==> config.mk <==
export PLATFORM = sky130hd
export DESIGN_NAME = pxs_str_join_aligned_flat
export DESIGN_NICKNAME = d
export VERILOG_FILES = /design/src/rtl/pxs_str_join_aligned_if.sv /design/src/rtl/pxs_str_join_aligned.sv /design/src/flat_wrapper.sv
export SDC_FILE = /design/constraint.sdc
export NUM_CORES = 1
export LEC_CHECK = 0
export ABC_AREA = 1
export BUFFER_PORTS_ARGS = -buffer_cell sky130_fd_sc_hd__buf_2
export CAP_MARGIN = 20
export CORE_ASPECT_RATIO = 1.4
export CORE_MARGIN = 5
export CORE_UTILIZATION = 41
export CTS_CLUSTER_SIZE = 14
export DETAILED_ROUTE_END_ITERATION = 12
export GPL_TIMING_DRIVEN = 0
export PLACE_DENSITY_LB_ADDON = 0.3
export SLEW_MARGIN = 0
export SYNTH_ARGS = -nofsm -noshare
export SYNTH_HDL_FRONTEND = slang
export SYNTH_SLANG_ARGS = --single-unit
==> constraint.sdc <==
create_clock -name Clk -period 0.8 [get_ports Clk]
set_clock_uncertainty 0.05 [all_clocks]
set_input_delay 0.08 -clock Clk [delete_from_list [all_inputs] [get_ports Clk]]
set_output_delay 0.08 -clock Clk [all_outputs]
set_load 0.1 [all_outputs]
==> src/rtl/pxs_str_join_aligned_if.sv <==
// Pixel-stream join bus: timing group and colour in, packed VGA word out.
// AlignErr exists only when PXS_JOIN_ALIGN_CHECK_EN is defined.
interface pxs_str_join_aligned_if #(
    parameter int COORD_W = 10,
    parameter int COLOR_W = 1
);
    localparam int STR_W = 3 + 2*COORD_W + 3*COLOR_W;

    // Handshake: no valid/ready pair. PxEn qualifies every input on a rising
    // edge; the sink must accept each word, and VGAStr only changes after an
    // enabled edge (or reset).
    logic               PxEn;
    logic               HSync;
    logic               VSync;
    logic               ActiveVideo;
    logic [COORD_W-1:0] XCoord;
    logic [COORD_W-1:0] YCoord;
    logic [COLOR_W-1:0] Red;
    logic [COLOR_W-1:0] Green;
    logic [COLOR_W-1:0] Blue;
    logic [STR_W-1:0]   VGAStr;
`ifdef PXS_JOIN_ALIGN_CHECK_EN
    logic               AlignErr;

    modport master (
        output PxEn, HSync, VSync, ActiveVideo, XCoord, YCoord, Red, Green, Blue,
        input  VGAStr, AlignErr
    );
    modport slave (
        input  PxEn, HSync, VSync, ActiveVideo, XCoord, YCoord, Red, Green, Blue,
        output VGAStr, AlignErr
    );
`else
    modport master (
        output PxEn, HSync, VSync, ActiveVideo, XCoord, YCoord, Red, Green, Blue,
        input  VGAStr
    );
    modport slave (
        input  PxEn, HSync, VSync, ActiveVideo, XCoord, YCoord, Red, Green, Blue,
        output VGAStr
    );
`endif
endinterface

==> src/rtl/pxs_str_join_aligned.sv <==
// Registered pixel-stream join: delays timing by DELAY enabled cycles to meet
// pipelined colour. Optional alignment checker: define PXS_JOIN_ALIGN_CHECK_EN.
module pxs_str_join_aligned #(
    parameter int COORD_W  = 10,
    parameter int COLOR_W  = 1,
    parameter int DELAY    = 0,
    parameter bit SYNC_POL = 1'b0
) (
    input  logic                   Clk,
    input  logic                   Rst_n,
    pxs_str_join_aligned_if.slave  bus
);
    localparam int STR_W = 3 + 2*COORD_W + 3*COLOR_W;
    localparam int TW    = 3 + 2*COORD_W;
    localparam int CW    = 3*COLOR_W;

    // Idle timing word: syncs inactive, blanked, coordinates zero.
    localparam logic [TW-1:0] TIM_RST = {{(2*COORD_W+1){1'b0}}, ~SYNC_POL, ~SYNC_POL};

    logic [TW-1:0] tim_in;
    logic [TW-1:0] tim_dly;
    logic [CW-1:0] rgb_in;
    logic [CW-1:0] rgb_blk;
    logic [TW-1:0] tim_q;
    logic [CW-1:0] rgb_q;

    assign tim_in = {bus.YCoord, bus.XCoord, bus.ActiveVideo, bus.VSync, bus.HSync};
    assign rgb_in = {bus.Blue, bus.Green, bus.Red};

    generate
        if (DELAY < 0 || DELAY > 15) begin : g_bad_delay
            $error("pxs_str_join_aligned: DELAY must be within 0..15");
        end

        if (DELAY == 0) begin : g_no_delay
            assign tim_dly = tim_in;
        end else begin : g_delay
            logic [TW-1:0] sr [DELAY];

            // Reset fills every stage so no pre-reset word can surface later.
            always_ff @(posedge Clk) begin
                if (!Rst_n) begin
                    for (int i = 0; i < DELAY; i++) sr[i] <= TIM_RST;
                end else if (bus.PxEn) begin
                    sr[0] <= tim_in;
                    for (int i = 1; i < DELAY; i++) sr[i] <= sr[i-1];
                end
            end

            assign tim_dly = sr[DELAY-1];
        end
    endgenerate

    // Colour is blanked by the Active flag that travels with it to the output.
    assign rgb_blk = tim_dly[2] ? rgb_in : '0;

    always_ff @(posedge Clk) begin
        if (!Rst_n) begin
            tim_q <= TIM_RST;
            rgb_q <= '0;
        end else if (bus.PxEn) begin
            tim_q <= tim_dly;
            rgb_q <= rgb_blk;
        end
    end

    assign bus.VGAStr = {rgb_q, tim_q};

`ifdef PXS_JOIN_ALIGN_CHECK_EN
    logic               cur_act;
    logic               prev_act;
    logic [COORD_W-1:0] cur_xc;
    logic [COORD_W-1:0] prev_xc;
    logic               bad_word;
    logic               hit_q;
    logic               align_err_q;

    // Compare the word entering the output register with the one it replaces.
    assign cur_act  = tim_dly[2];
    assign cur_xc   = tim_dly[3 +: COORD_W];
    assign prev_act = tim_q[2];
    assign prev_xc  = tim_q[3 +: COORD_W];

    always_comb begin
        bad_word = 1'b0;
        if (cur_act && prev_act && (cur_xc != prev_xc + COORD_W'(1)))
            bad_word = 1'b1;
        if (cur_act && !prev_act && (cur_xc != '0))
            bad_word = 1'b1;
    end

    // hit_q marks the edge the bad word is output; the flag follows a cycle later.
    always_ff @(posedge Clk) begin
        if (!Rst_n) begin
            hit_q       <= 1'b0;
            align_err_q <= 1'b0;
        end else begin
            hit_q       <= bus.PxEn & bad_word;
            align_err_q <= align_err_q | hit_q;
        end
    end

    assign bus.AlignErr = align_err_q;
`endif

endmodule

==> src/flat_wrapper.sv <==
// flat-port wrapper written by rule: the top's interface ports become plain ports
module pxs_str_join_aligned_flat 
#(
    parameter int COORD_W  = 10,
    parameter int COLOR_W  = 1,
    parameter int DELAY    = 0,
    parameter bit SYNC_POL = 1'b0
)
  (Clk, Rst_n, bus_PxEn, bus_HSync, bus_VSync, bus_ActiveVideo, bus_XCoord, bus_YCoord, bus_Red, bus_Green, bus_Blue, bus_VGAStr);
  pxs_str_join_aligned_if #(.COORD_W(COORD_W), .COLOR_W(COLOR_W)) bus_i ();
  input  logic Clk;
  input  logic Rst_n;
  input wire logic [$bits(bus_i.PxEn)-1:0] bus_PxEn;
  input wire logic [$bits(bus_i.HSync)-1:0] bus_HSync;
  input wire logic [$bits(bus_i.VSync)-1:0] bus_VSync;
  input wire logic [$bits(bus_i.ActiveVideo)-1:0] bus_ActiveVideo;
  input wire logic [$bits(bus_i.XCoord)-1:0] bus_XCoord;
  input wire logic [$bits(bus_i.YCoord)-1:0] bus_YCoord;
  input wire logic [$bits(bus_i.Red)-1:0] bus_Red;
  input wire logic [$bits(bus_i.Green)-1:0] bus_Green;
  input wire logic [$bits(bus_i.Blue)-1:0] bus_Blue;
  output wire logic [$bits(bus_i.VGAStr)-1:0] bus_VGAStr;
  assign bus_i.PxEn = bus_PxEn;
  assign bus_i.HSync = bus_HSync;
  assign bus_i.VSync = bus_VSync;
  assign bus_i.ActiveVideo = bus_ActiveVideo;
  assign bus_i.XCoord = bus_XCoord;
  assign bus_i.YCoord = bus_YCoord;
  assign bus_i.Red = bus_Red;
  assign bus_i.Green = bus_Green;
  assign bus_i.Blue = bus_Blue;
  assign bus_VGAStr = bus_i.VGAStr;
  pxs_str_join_aligned #(.COORD_W(COORD_W), .COLOR_W(COLOR_W), .DELAY(DELAY), .SYNC_POL(SYNC_POL)) u_core (.Clk(Clk), .Rst_n(Rst_n), .bus(bus_i));
endmodule
==> results of run 1 <==
-- logic make-up after synthesis --
kind of cell	Yosys count
flops	26
buf+inv	9
compound gates	24
simple gates	54
-- per-stage QoR --
stage          util [%]  setup TNS (ns)  hold slack, ns  instance area (sq um)  setup slack, ns
3_3_place_gp      60.75          -1.661          0.2486                   1323         -0.06760
3_5_place_dp      60.75          -1.698          0.2526                   1323         -0.06980
2_1_floorplan         -         -0.1120          0.1556                   1030         -0.04224
4_1_cts           92.64          -5.147         0.01359                   2017          -0.2029
-- what timing repair did --
| action | 4_1_cts |
|---|---|
| endpoints found under the setup margin | 26 |
| hold buffers | 27 |
| endpoints found under the hold margin | 26 |
| gates resized for setup | 104 |
| setup buffers | 1 |
==> tab_implementation.tex, run 1 <==
\begin{tabular}{lr}
\hline
Metric & Value \\
\hline
\multicolumn{2}{l}{\textbf{Outcome}} \\
Outcome & did not finish \\
Stopped at & global routing (5\_1\_grt) \\
Error text reported by the tool & [ERROR DPL-0033] detailed placement checks failed during check placement. \\
\multicolumn{2}{l}{\textbf{Yosys}} \\
Compound-gate portion of the synthesized area & 12.89\% \\
Top-area cell type share of the netlist area & 55.84\% \\
Simple-gate portion of the synthesized area & 22.42\% \\
Share of flip-flops with an asynchronous set or reset after synthesis & 0\% \\
Cell with the most instances after synthesis & nor2\_1 \\
Area leader, netlist & dfxtp\_1 \\
Cell Area, Synth & 932.1 sq um \\
Proportion of synthesized area in mux cells & 0\% \\
Number of library cell types mapped by synthesis & 12 \\
Number of flops mapped to enable cells by yosys & 0 \\
Number of nets in the synthesized netlist & 142 \\
Most used DFF post-synth & dfxtp\_1 \\
Dominant combinational cell family by area after synthesis & simple AND/OR/NAND/NOR gates \\
Post-synthesis cell count & 113 \\
Ranking of synthesized cells by area & dfxtp\_1 (56\%), nor2\_1 (16\%), o21ai\_1 (7.5\%) \\
Sequential fraction of the synthesis area & between 50\% and 60\% \\
Adder-cell share of the synthesized area & 0\% \\
Syn Area/Cell & 8.249 sq um \\
Post-synthesis xor/xnor area fraction & 0\% \\
Post-synth top cells & nor2\_1 (40), dfxtp\_1 (26), o21ai\_1 (14), nand2\_1 (9), o21ai\_0 (6) \\
Number of synthesized register bits & 26 \\
Warning count from the yosys run & 0 \\
\multicolumn{2}{l}{\textbf{Floorplanning}} \\
Starting density of the core & 42.82\% \\
Placement Rows & 20 \\
Horizontal die dimension & around 50 um \\
Die height & 66.42 um \\
IO Count & 55 \\
\multicolumn{2}{l}{\textbf{Clock network}} \\
CTS H-tree lvls & 1 \\
CTS root buf & clkbuf\_4 \\
Number of clock sinks seen by CTS & 26 \\
Num CTS Buffers & 3 \\
Clock buffer depth & 2 \\
\multicolumn{2}{l}{\textbf{Global route}} \\
Pin count of the biggest net entering global routing & 15 \\
Antenna violations before repair & 0 \\
\multicolumn{2}{l}{\textbf{Place}} \\
Number of placed instances, taps included & 188 \\
Final GP Congestion & 0.7462 \\
I/O Buffers & 53 \\
HPWL Detailed & 1792 um \\
\multicolumn{2}{l}{\textbf{STA}} \\
Worst-slack endpoint at the end of global-route timing repair & bus\_VGAStr[4] \\
Worst endpoint type & output port \\
\hline
\end{tabular}
==> run 2: changes to the inputs <==
--- a/config.mk
+++ b/config.mk
@@ -8,13 +8,11 @@
 export ABC_AREA = 1
 export BUFFER_PORTS_ARGS = -buffer_cell sky130_fd_sc_hd__buf_2
 export CAP_MARGIN = 20
-export CORE_ASPECT_RATIO = 1.4
-export CORE_MARGIN = 5
-export CORE_UTILIZATION = 41
-export CTS_CLUSTER_SIZE = 14
+export CORE_AREA = 5 5 66 68
 export DETAILED_ROUTE_END_ITERATION = 12
+export DIE_AREA = 0 0 71 73
 export GPL_TIMING_DRIVEN = 0
-export PLACE_DENSITY_LB_ADDON = 0.3
+export PLACE_DENSITY_LB_ADDON = 0.15
 export SLEW_MARGIN = 0
 export SYNTH_ARGS = -nofsm -noshare
 export SYNTH_HDL_FRONTEND = slang
==> tab_implementation.tex, run 2 <==
\begin{tabular}{lr}
\hline
Metric & Value \\
\hline
\multicolumn{2}{l}{\textbf{Outcome}} \\
Outcome & finished, violations left \\
Violations in the final reports & setup timing \\
\multicolumn{2}{l}{\textbf{Layout}} \\
Fraction of layout instances using a drive strength above 1 & approximately 50\% \\
Area growth syn-to-layout & 114.6\% \\
Final standard cell area without fillers & 2001 sq um \\
Count of inserted antenna diode cells & 0 \\
Fill cells & 341 \\
Flip-flop count of the largest register after layout & 23 \\
Most frequent standard cell in the layout excluding fill and tap cells & nor2\_1 \\
Largest registers & u\_core.tim\_q: 23 flops, u\_core.rgb\_q: 3 flops \\
Commonest cells after routing, fill and taps aside & nor2\_1 (38), buf\_2 (29), buf\_12 (26), dfxtp\_4 (26) \\
Net count reported at finish & 220 \\
Most flop-heavy register & u\_core.tim\_q \\
Finished Layout Cells & between 200 and 250 \\
\multicolumn{2}{l}{\textbf{Worst setup path}} \\
Critical path's slowest cell & dfxtp\_4 \\
Largest delay contributor family on the critical path & flip-flops \\
Worst reg2reg setup slack & 0.12 ns \\
Arrival time worst endpoint & slightly above 0.8 ns \\
Critical Path End Type & output port \\
Startpoint of the most critical register-to-register path & u\_core.tim\_q[22] \\
End of the worst register-to-register path & u\_core.tim\_q[22] \\
Data required time at the worst endpoint & 0.67 ns \\
WS Path Type & flip-flop to output port \\
Max FO, Critical Path & 2 \\
Worst r2r path cells & 2 \\
Critical path buffers and inverters & 1 \\
Max stage delay on crit path & 0.37 ns \\
Chain of cells forming the critical path & buf\_12 \\
Element type at the critical path start & flip-flop \\
\multicolumn{2}{l}{\textbf{Clock network}} \\
CTS root buf & clkbuf\_8 \\
Number of clock sinks seen by CTS & 26 (unchanged) \\
Post-CTS clock slew at the launch and capture registers of the worst setup and hold paths & 0.09 ns \\
CTS H-tree lvls & 1 (unchanged) \\
CTS tree & done \\
Later-pin clock latency in the skew report & approximately 0.26 ns \\
Num CTS Buffers & 3 (unchanged) \\
Clock buffer depth & 2 (unchanged) \\
\multicolumn{2}{l}{\textbf{Yosys}} \\
Most used DFF post-synth & dfxtp\_1 \\
Cell with the most instances after synthesis & nor2\_1 \\
Warning count from the yosys run & 0 (unchanged) \\
Area leader, netlist & dfxtp\_1 \\
Share of flip-flops with an asynchronous set or reset after synthesis & 0\% (unchanged) \\
Number of nets in the synthesized netlist & 142 (unchanged) \\
Top-area cell type share of the netlist area & 55.84\% (unchanged) \\
Syn Area/Cell & 8.249 sq um (unchanged) \\
Ranking of synthesized cells by area & dfxtp\_1 (56\%), nor2\_1 (16\%), o21ai\_1 (7.5\%) \\
Number of synthesized register bits & 26 (unchanged) \\
Cell Area, Synth & 932.1 sq um (unchanged) \\
Post-synth top cells & nor2\_1 (40), dfxtp\_1 (26), o21ai\_1 (14), nand2\_1 (9), o21ai\_0 (6) \\
Post-synthesis cell count & 113 (unchanged) \\
Number of library cell types mapped by synthesis & 12 (unchanged) \\
Sequential fraction of the synthesis area & 55.84\% (unchanged) \\
Number of flops mapped to enable cells by yosys & 0 (unchanged) \\
\multicolumn{2}{l}{\textbf{STA}} \\
Highest clock rate & between 1000 and 1500 MHz \\
Min setup slack post-route & -0.1371 ns \\
Setup repair after global routing missed its margin & yes \\
Worst Max-Slew Pin Slew & 0.1690 ns \\
Max-slew violation count & 0 \\
Final-report setup violation count & 26 \\
Final Hold Vio Count & 0 \\
Worst max-slew margin expressed relative to the limit & 88.73\% \\
Post-route fraction of the period consumed by the critical path & 117.1\% \\
Period minus WS final & 0.9371 ns \\
\multicolumn{2}{l}{\textbf{Hold path}} \\
WHS Path Cells & 3 \\
Hold path endpoint & u\_core.tim\_q[20] \\
Type of the worst min-delay path & input pin to flip-flop \\
Start point of the worst hold path & bus\_YCoord[7] \\
\multicolumn{2}{l}{\textbf{Drt}} \\
Total length of routed met3 wires & 209 um \\
Top routing layer in use & met4 \\
Residual antenna-violating net count after detailed routing & 0 \\
DRT iter0 DRCs & 8 \\
DR WL/cell & approximately 12 um \\
\# DRC & 0 \\
Post-Route WL & 2866 um \\
Met2 Routed Length & 1443 um \\
Detailed-route via count & 997 \\
Sum of routed wire segments on met1 & 1189 um \\
Post-detailed-route via-to-cell ratio & roughly 4.2 \\
First-pass DRT Iterations & 4 \\
\multicolumn{2}{l}{\textbf{Floorplanning}} \\
Die height & 73 um (+9.9\%) \\
Placement Rows & 23 (+15\%) \\
DIE AREA & around 5200 sq um \\
Area of the core region & 3799 sq um \\
IO Count & 55 (unchanged) \\
Starting density of the core & 24.54\% (-18 points) \\
Horizontal die dimension & 71 um (+41\%) \\
\multicolumn{2}{l}{\textbf{Place}} \\
Number of placed instances, taps included & 216 (+15\%) \\
Final GP Congestion & 0.7072 (-5.2\%) \\
HPWL Detailed & 1925 um (+7.4\%) \\
I/O Buffers & 53 (unchanged) \\
Worst slack, placed & -0.07536 ns (-0.005566 ns) \\
Area of placed instances & 1358 sq um (+2.6\%) \\
\multicolumn{2}{l}{\textbf{Power and ir drop}} \\
P\_leak & approximately 0.86 nW \\
Power density over the cells & 1752 nW/um\^{}2 \\
Largest voltage drop on the vdd net & 0.0007885 V \\
\multicolumn{2}{l}{\textbf{Global route}} \\
Remaining global-route overflow & 0 \\
Vias in the first global route & 1044 \\
Overall global routing resource usage & 11.59\% \\
Antenna violations before repair & 0 \\
First-pass GRT wire length & approximately 4800 um \\
Pin count of the biggest net entering global routing & 15 \\
\multicolumn{2}{l}{\textbf{Job}} \\
Maximum Capacitance Violations & 0 \\
\hline
\end{tabular}
## run 2: cell counts after synthesis
No cell type changed its count.
## run 2: kinds of logic after synthesis
kind of cell / share of synthesized area (%)
DFF: 55.84
buffers and inverters: 8.858
AOI/OAI and AO/OA: 12.89
and+or+nand+nor: 22.41
## run 2: metrics by stage
stage	total power, mW	setup TNS (ns)	hold WS, ns	util [%]
2_1_floorplan	2.215	-0.1120	0.1556	-
3_3_place_gp	2.391	-1.702	0.2479	35.74
3_5_place_dp	2.402	-1.733	0.2538	35.74
4_1_cts	3.554	-3.703	0.005573	52.47
5_1_grt	3.677	-4.245	0.02516	52.67
6_report	3.505	-3.361	0.002318	52.67
## run 2: how the worst max path moves through the flow
stage	startpoint	endpoint	slack (ns)	cells past startpoint
4_1_cts	u_core.tim_q[8]	bus_VGAStr[8]	-0.15	1
5_1_grt	u_core.tim_q[9]	bus_VGAStr[9]	-0.18	1
3_3_place_gp	u_core.tim_q[8]	bus_VGAStr[8]	-0.07	1
3_5_place_dp	u_core.tim_q[8]	bus_VGAStr[8]	-0.08	1
6_report	u_core.tim_q[10]	bus_VGAStr[10]	-0.14	1
2_1_floorplan	u_core.rgb_q[0]	u_core.rgb_q[0]	-0.04	2
## run 2: power by group
part           internal, mW  switching, mW
Clock                 0.343          0.397
Combinational         0.513          0.807
Sequential             1.35         0.0899
## run 2: layout make-up
type | count | area, sq um | area share, %
buffer | 7 | 70.07 | 3.502
clock buffer | 3 | 41.29 | 2.064
clock inverter | 1 | 3.754 | 0.1876
inverter | 2 | 12.51 | 0.6254
multi-input combinational | 78 | 336.6 | 16.82
sequential | 26 | 618.1 | 30.89
tap | 50 | 62.56 | 3.127
timing repair buffer | 73 | 855.8 | 42.78
## run 2: what timing repair did
item / 4_1_cts / 5_1_grt
hold buffers: 20 / 0
setup buffers: 0 / 0
setup endpoints to repair: 26 / 29
resized for setup: 104 / 3
hold endpoints to repair: 20 / 0
## run 2: per-layer routing
metal / GRT usage, % / vias to the layer above
met4: 5.010 / 0
met2: 19.88 / 31
met5: 0 / -
met1: 13.32 / 446
li1: - / 518
met3: 3.581 / 2
(Power assumes the default switching activity.)
==> run 3: changes to the inputs <==
--- a/config.mk
+++ b/config.mk
@@ -5,7 +5,6 @@
 export SDC_FILE = /design/constraint.sdc
 export NUM_CORES = 1
 export LEC_CHECK = 0
-export ABC_AREA = 1
 export BUFFER_PORTS_ARGS = -buffer_cell sky130_fd_sc_hd__buf_2
 export CAP_MARGIN = 20
 export CORE_AREA = 5 5 66 68
==> tab_implementation.tex, run 3 <==
\begin{tabular}{lr}
\hline
Metric & Value \\
\hline
\multicolumn{2}{l}{\textbf{Yosys}} \\
Warning count from the yosys run & 0 (unchanged) \\
Dominant combinational cell family by area after synthesis & multiplexers \\
Ranking of synthesized cells by area & dfxtp\_1 (52\%), mux2i\_1 (23\%), nor2b\_1 (13\%) \\
Area leader, netlist & dfxtp\_1 \\
Cell Area, Synth & 992.2 sq um (+6.4\%) \\
Number of nets in the synthesized netlist & 116 (-18\%) \\
Number of library cell types mapped by synthesis & 10 (-2) \\
Sequential fraction of the synthesis area & 52.46\% (-3.4 points) \\
Post-synth top cells & dfxtp\_1 (26), mux2i\_1 (23), nor2b\_1 (21), nand2\_1 (5) \\
Proportion of synthesized area in mux cells & 23.20\% (+23 points) \\
Post-synthesis cell count & 87 (-23\%) \\
Post-synthesis xor/xnor area fraction & 0\% (unchanged) \\
Share of flip-flops with an asynchronous set or reset after synthesis & 0\% (unchanged) \\
Simple-gate portion of the synthesized area & 19.29\% (-3.1 points) \\
Number of synthesized register bits & 26 (unchanged) \\
Cell with the most instances after synthesis & dfxtp\_1 \\
Most used DFF post-synth & dfxtp\_1 \\
Adder-cell share of the synthesized area & 0\% (unchanged) \\
Compound-gate portion of the synthesized area & 0\% (-13 points) \\
Number of flops mapped to enable cells by yosys & 0 (unchanged) \\
Syn Area/Cell & 11.40 sq um (+38\%) \\
Top-area cell type share of the netlist area & 52.46\% (-3.4 points) \\
\multicolumn{2}{l}{\textbf{Place}} \\
Final GP Congestion & 0.6614 (-6.5\%) \\
Number of placed instances, taps included & 189 (-13\%) \\
I/O Buffers & 52 (-1.9\%) \\
HPWL Detailed & 1784 um (-7.3\%) \\
\multicolumn{2}{l}{\textbf{Outcome}} \\
Violations in the final reports & setup timing \\
Outcome & finished, violations left \\
\multicolumn{2}{l}{\textbf{Floorplanning}} \\
Placement Rows & 23 (unchanged) \\
Area of the core region & 3799 sq um (unchanged) \\
IO Count & 55 (unchanged) \\
DIE AREA & 5183 sq um (unchanged) \\
Starting density of the core & 26.12\% (+1.6 points) \\
Die height & 73 um (unchanged) \\
Horizontal die dimension & 71 um (unchanged) \\
\multicolumn{2}{l}{\textbf{Layout}} \\
Fraction of layout instances using a drive strength above 1 & 58.62\% (+9.7 points) \\
Net count reported at finish & 175 (-20\%) \\
Flip-flop count of the largest register after layout & 23 (unchanged) \\
Count of inserted antenna diode cells & 0 (unchanged) \\
Finished Layout Cells & 195 (-19\%) \\
Largest registers & u\_core.tim\_q: 23 flops, u\_core.rgb\_q: 3 flops \\
Most flop-heavy register & u\_core.tim\_q \\
Commonest cells after routing, fill and taps aside & buf\_2 (28), buf\_12 (27), dfxtp\_4 (26), mux2i\_1 (23), nor2b\_1 (21) \\
Most frequent standard cell in the layout excluding fill and tap cells & buf\_2 \\
Area growth syn-to-layout & 88.78\% \\
Fill cells & 362 (+6.2\%) \\
\multicolumn{2}{l}{\textbf{STA}} \\
Final Hold Vio Count & 0 (unchanged) \\
Highest clock rate & 1060 MHz (-0.64\%) \\
Post-route fraction of the period consumed by the critical path & 117.9\% (+0.75 points) \\
Worst max-slew margin expressed relative to the limit & 79.84\% (-8.9 points) \\
Min setup slack post-route & -0.1432 ns (-0.006037 ns) \\
Worst Max-Slew Pin Slew & 0.3024 ns (+0.1334 ns) \\
Period minus WS final & 0.9432 ns (+0.006037 ns) \\
Final hold slack & 0.01504 ns (+0.01272 ns) \\
Max-slew violation count & 0 (unchanged) \\
Final-report setup violation count & 26 (unchanged) \\
Setup repair after global routing missed its margin & yes \\
\multicolumn{2}{l}{\textbf{Worst setup path}} \\
Critical Path End Type & output port \\
Critical path's slowest cell & dfxtp\_4 \\
Max FO, Critical Path & 2 (unchanged) \\
WS Path Type & flip-flop to output port \\
Largest delay contributor family on the critical path & flip-flops \\
Element type at the critical path start & flip-flop \\
Chain of cells forming the critical path & buf\_12 \\
Critical path buffers and inverters & 1 (unchanged) \\
Arrival time worst endpoint & 0.81 ns (about the same) \\
Max stage delay on crit path & 0.37 ns (about the same) \\
Data required time at the worst endpoint & 0.67 ns (about the same) \\
\multicolumn{2}{l}{\textbf{Clock network}} \\
CTS root buf & clkbuf\_8 \\
Clock buffer depth & 2 (unchanged) \\
Post-CTS clock slew at the launch and capture registers of the worst setup and hold paths & 0.09 ns (about the same) \\
Num CTS Buffers & 3 (unchanged) \\
Later-pin clock latency in the skew report & 0.26 ns (about the same) \\
CTS tree & done \\
Number of clock sinks seen by CTS & 26 (unchanged) \\
CTS H-tree lvls & 1 (unchanged) \\
Setup Fix Bufs, Post-CTS & 0 (unchanged) \\
\multicolumn{2}{l}{\textbf{Global route}} \\
Antenna violations before repair & 0 (unchanged) \\
Routing usage on met1 & 10.48\% (-2.8 points) \\
Remaining global-route overflow & 0 (unchanged) \\
First-pass GRT wire length & 4291 um (-10\%) \\
Met2 track demand over resource in global routing & 20.29\% (+0.41 points) \\
Pin count of the biggest net entering global routing & 15 (unchanged) \\
Most used routing layer & met2 \\
Grt met3 use & 3.306\% (-0.28 points) \\
Overall global routing resource usage & 10.41\% (-1.2 points) \\
Vias in the first global route & 894 (-14\%) \\
\multicolumn{2}{l}{\textbf{Job}} \\
Maximum Capacitance Violations & 0 (unchanged) \\
\multicolumn{2}{l}{\textbf{Hold path}} \\
Type of the worst min-delay path & input pin to flip-flop \\
\multicolumn{2}{l}{\textbf{Drt}} \\
Post-Route WL & 2520 um (-12\%) \\
DRT iter0 DRCs & 12 (+4) \\
\# DRC & 0 (unchanged) \\
First-pass DRT Iterations & 3 (-1) \\
DR WL/cell & 12.92 um (+8.2\%) \\
Residual antenna-violating net count after detailed routing & 0 (unchanged) \\
Detailed-route via count & 806 (-19\%) \\
Post-detailed-route via-to-cell ratio & 4.133 (-0.50\%) \\
\multicolumn{2}{l}{\textbf{Power and ir drop}} \\
Power density over the cells & 1747 nW/um\^{}2 (-0.29\%) \\
P\_leak & 0.8195 nW (-4.7\%) \\
Largest voltage drop on the vdd net & 0.0005707 V (-28\%) \\
\hline
\end{tabular}
run 3: kinds of logic (layout without fill, tap and decap cells):
kind of cell	count (synthesis)	after routing
mux	23	23
simple gates	32	32
flops	26	26
buf+inv	6	64
run 3: worst register-to-register path: cells and delay by family, from the launching register on:
| family | cells | cell delay, ns |
|---|---|---|
| flip-flops | 1 | 0.36 |
| multiplexers | 1 | 0.15 |
| AND/OR/NAND/NOR | 1 | 0.06 |
run 3: path summary, 6_finish.rpt:
check	endpoint	from	cells past startpoint	slack (ns)
max	bus_VGAStr[25]	u_core.rgb_q[2]	1	-0.14
min	u_core.rgb_q[0]	bus_Red	3	0.02
max reg2reg	u_core.tim_q[9]	u_core.tim_q[9]	2	0.08
min reg2reg	u_core.tim_q[0]	u_core.tim_q[0]	2	0.45
run 3: power breakdown:
group	total [mW]	switching [mW]	internal, mW	leakage (nW)
Clock	0.740	0.396	0.343	0.0231
Sequential	1.41	0.0783	1.34	0.231
Combinational	1.12	0.680	0.438	0.566
Total	3.27	1.15	2.12	0.819
run 3: repair_timing:
| action | in CTS | in global routing |
|---|---|---|
| endpoints found under the setup margin | 26 | 27 |
| hold buffers | 3 | 0 |
| endpoints found under the hold margin | 3 | 0 |
| gates resized for setup | 104 | 0 |
run 3: metrics by stage:
step / util, % / setup slack (ns) / total power, mW / cell area [sq um] / setup TNS [ns]
floorplan: - / -0.03904 / 2.118 / 1090 / -0.8198
global placement: 37.19 / -0.07170 / 2.272 / 1413 / -1.751
detailed placement: 37.19 / -0.07511 / 2.281 / 1413 / -1.848
CTS: 49.44 / -0.1552 / 3.323 / 1878 / -3.671
global route: 49.31 / -0.1793 / 3.431 / 1873 / -4.274
finish: 49.31 / -0.1432 / 3.272 / 1873 / -3.383
run 3: final cells by class:
class,count,area [sq um],area share (%)
Timing Repair Buffer,54,675.6,36.07
Multi-Input combinational cell,55,421.7,22.51
Sequential cell,26,618.1,33.00
Clock inverter,1,3.754,0.2004
Tap cell,50,62.56,3.340
Clock buffer,3,41.29,2.204
Buffer,6,50.05,2.672
run 3: layer usage:
metal	share of wire [%]	routed length [um]
met3	7.1	179
met4	0.52	13
met5	0	0
met2	55	1386
met1	37	940
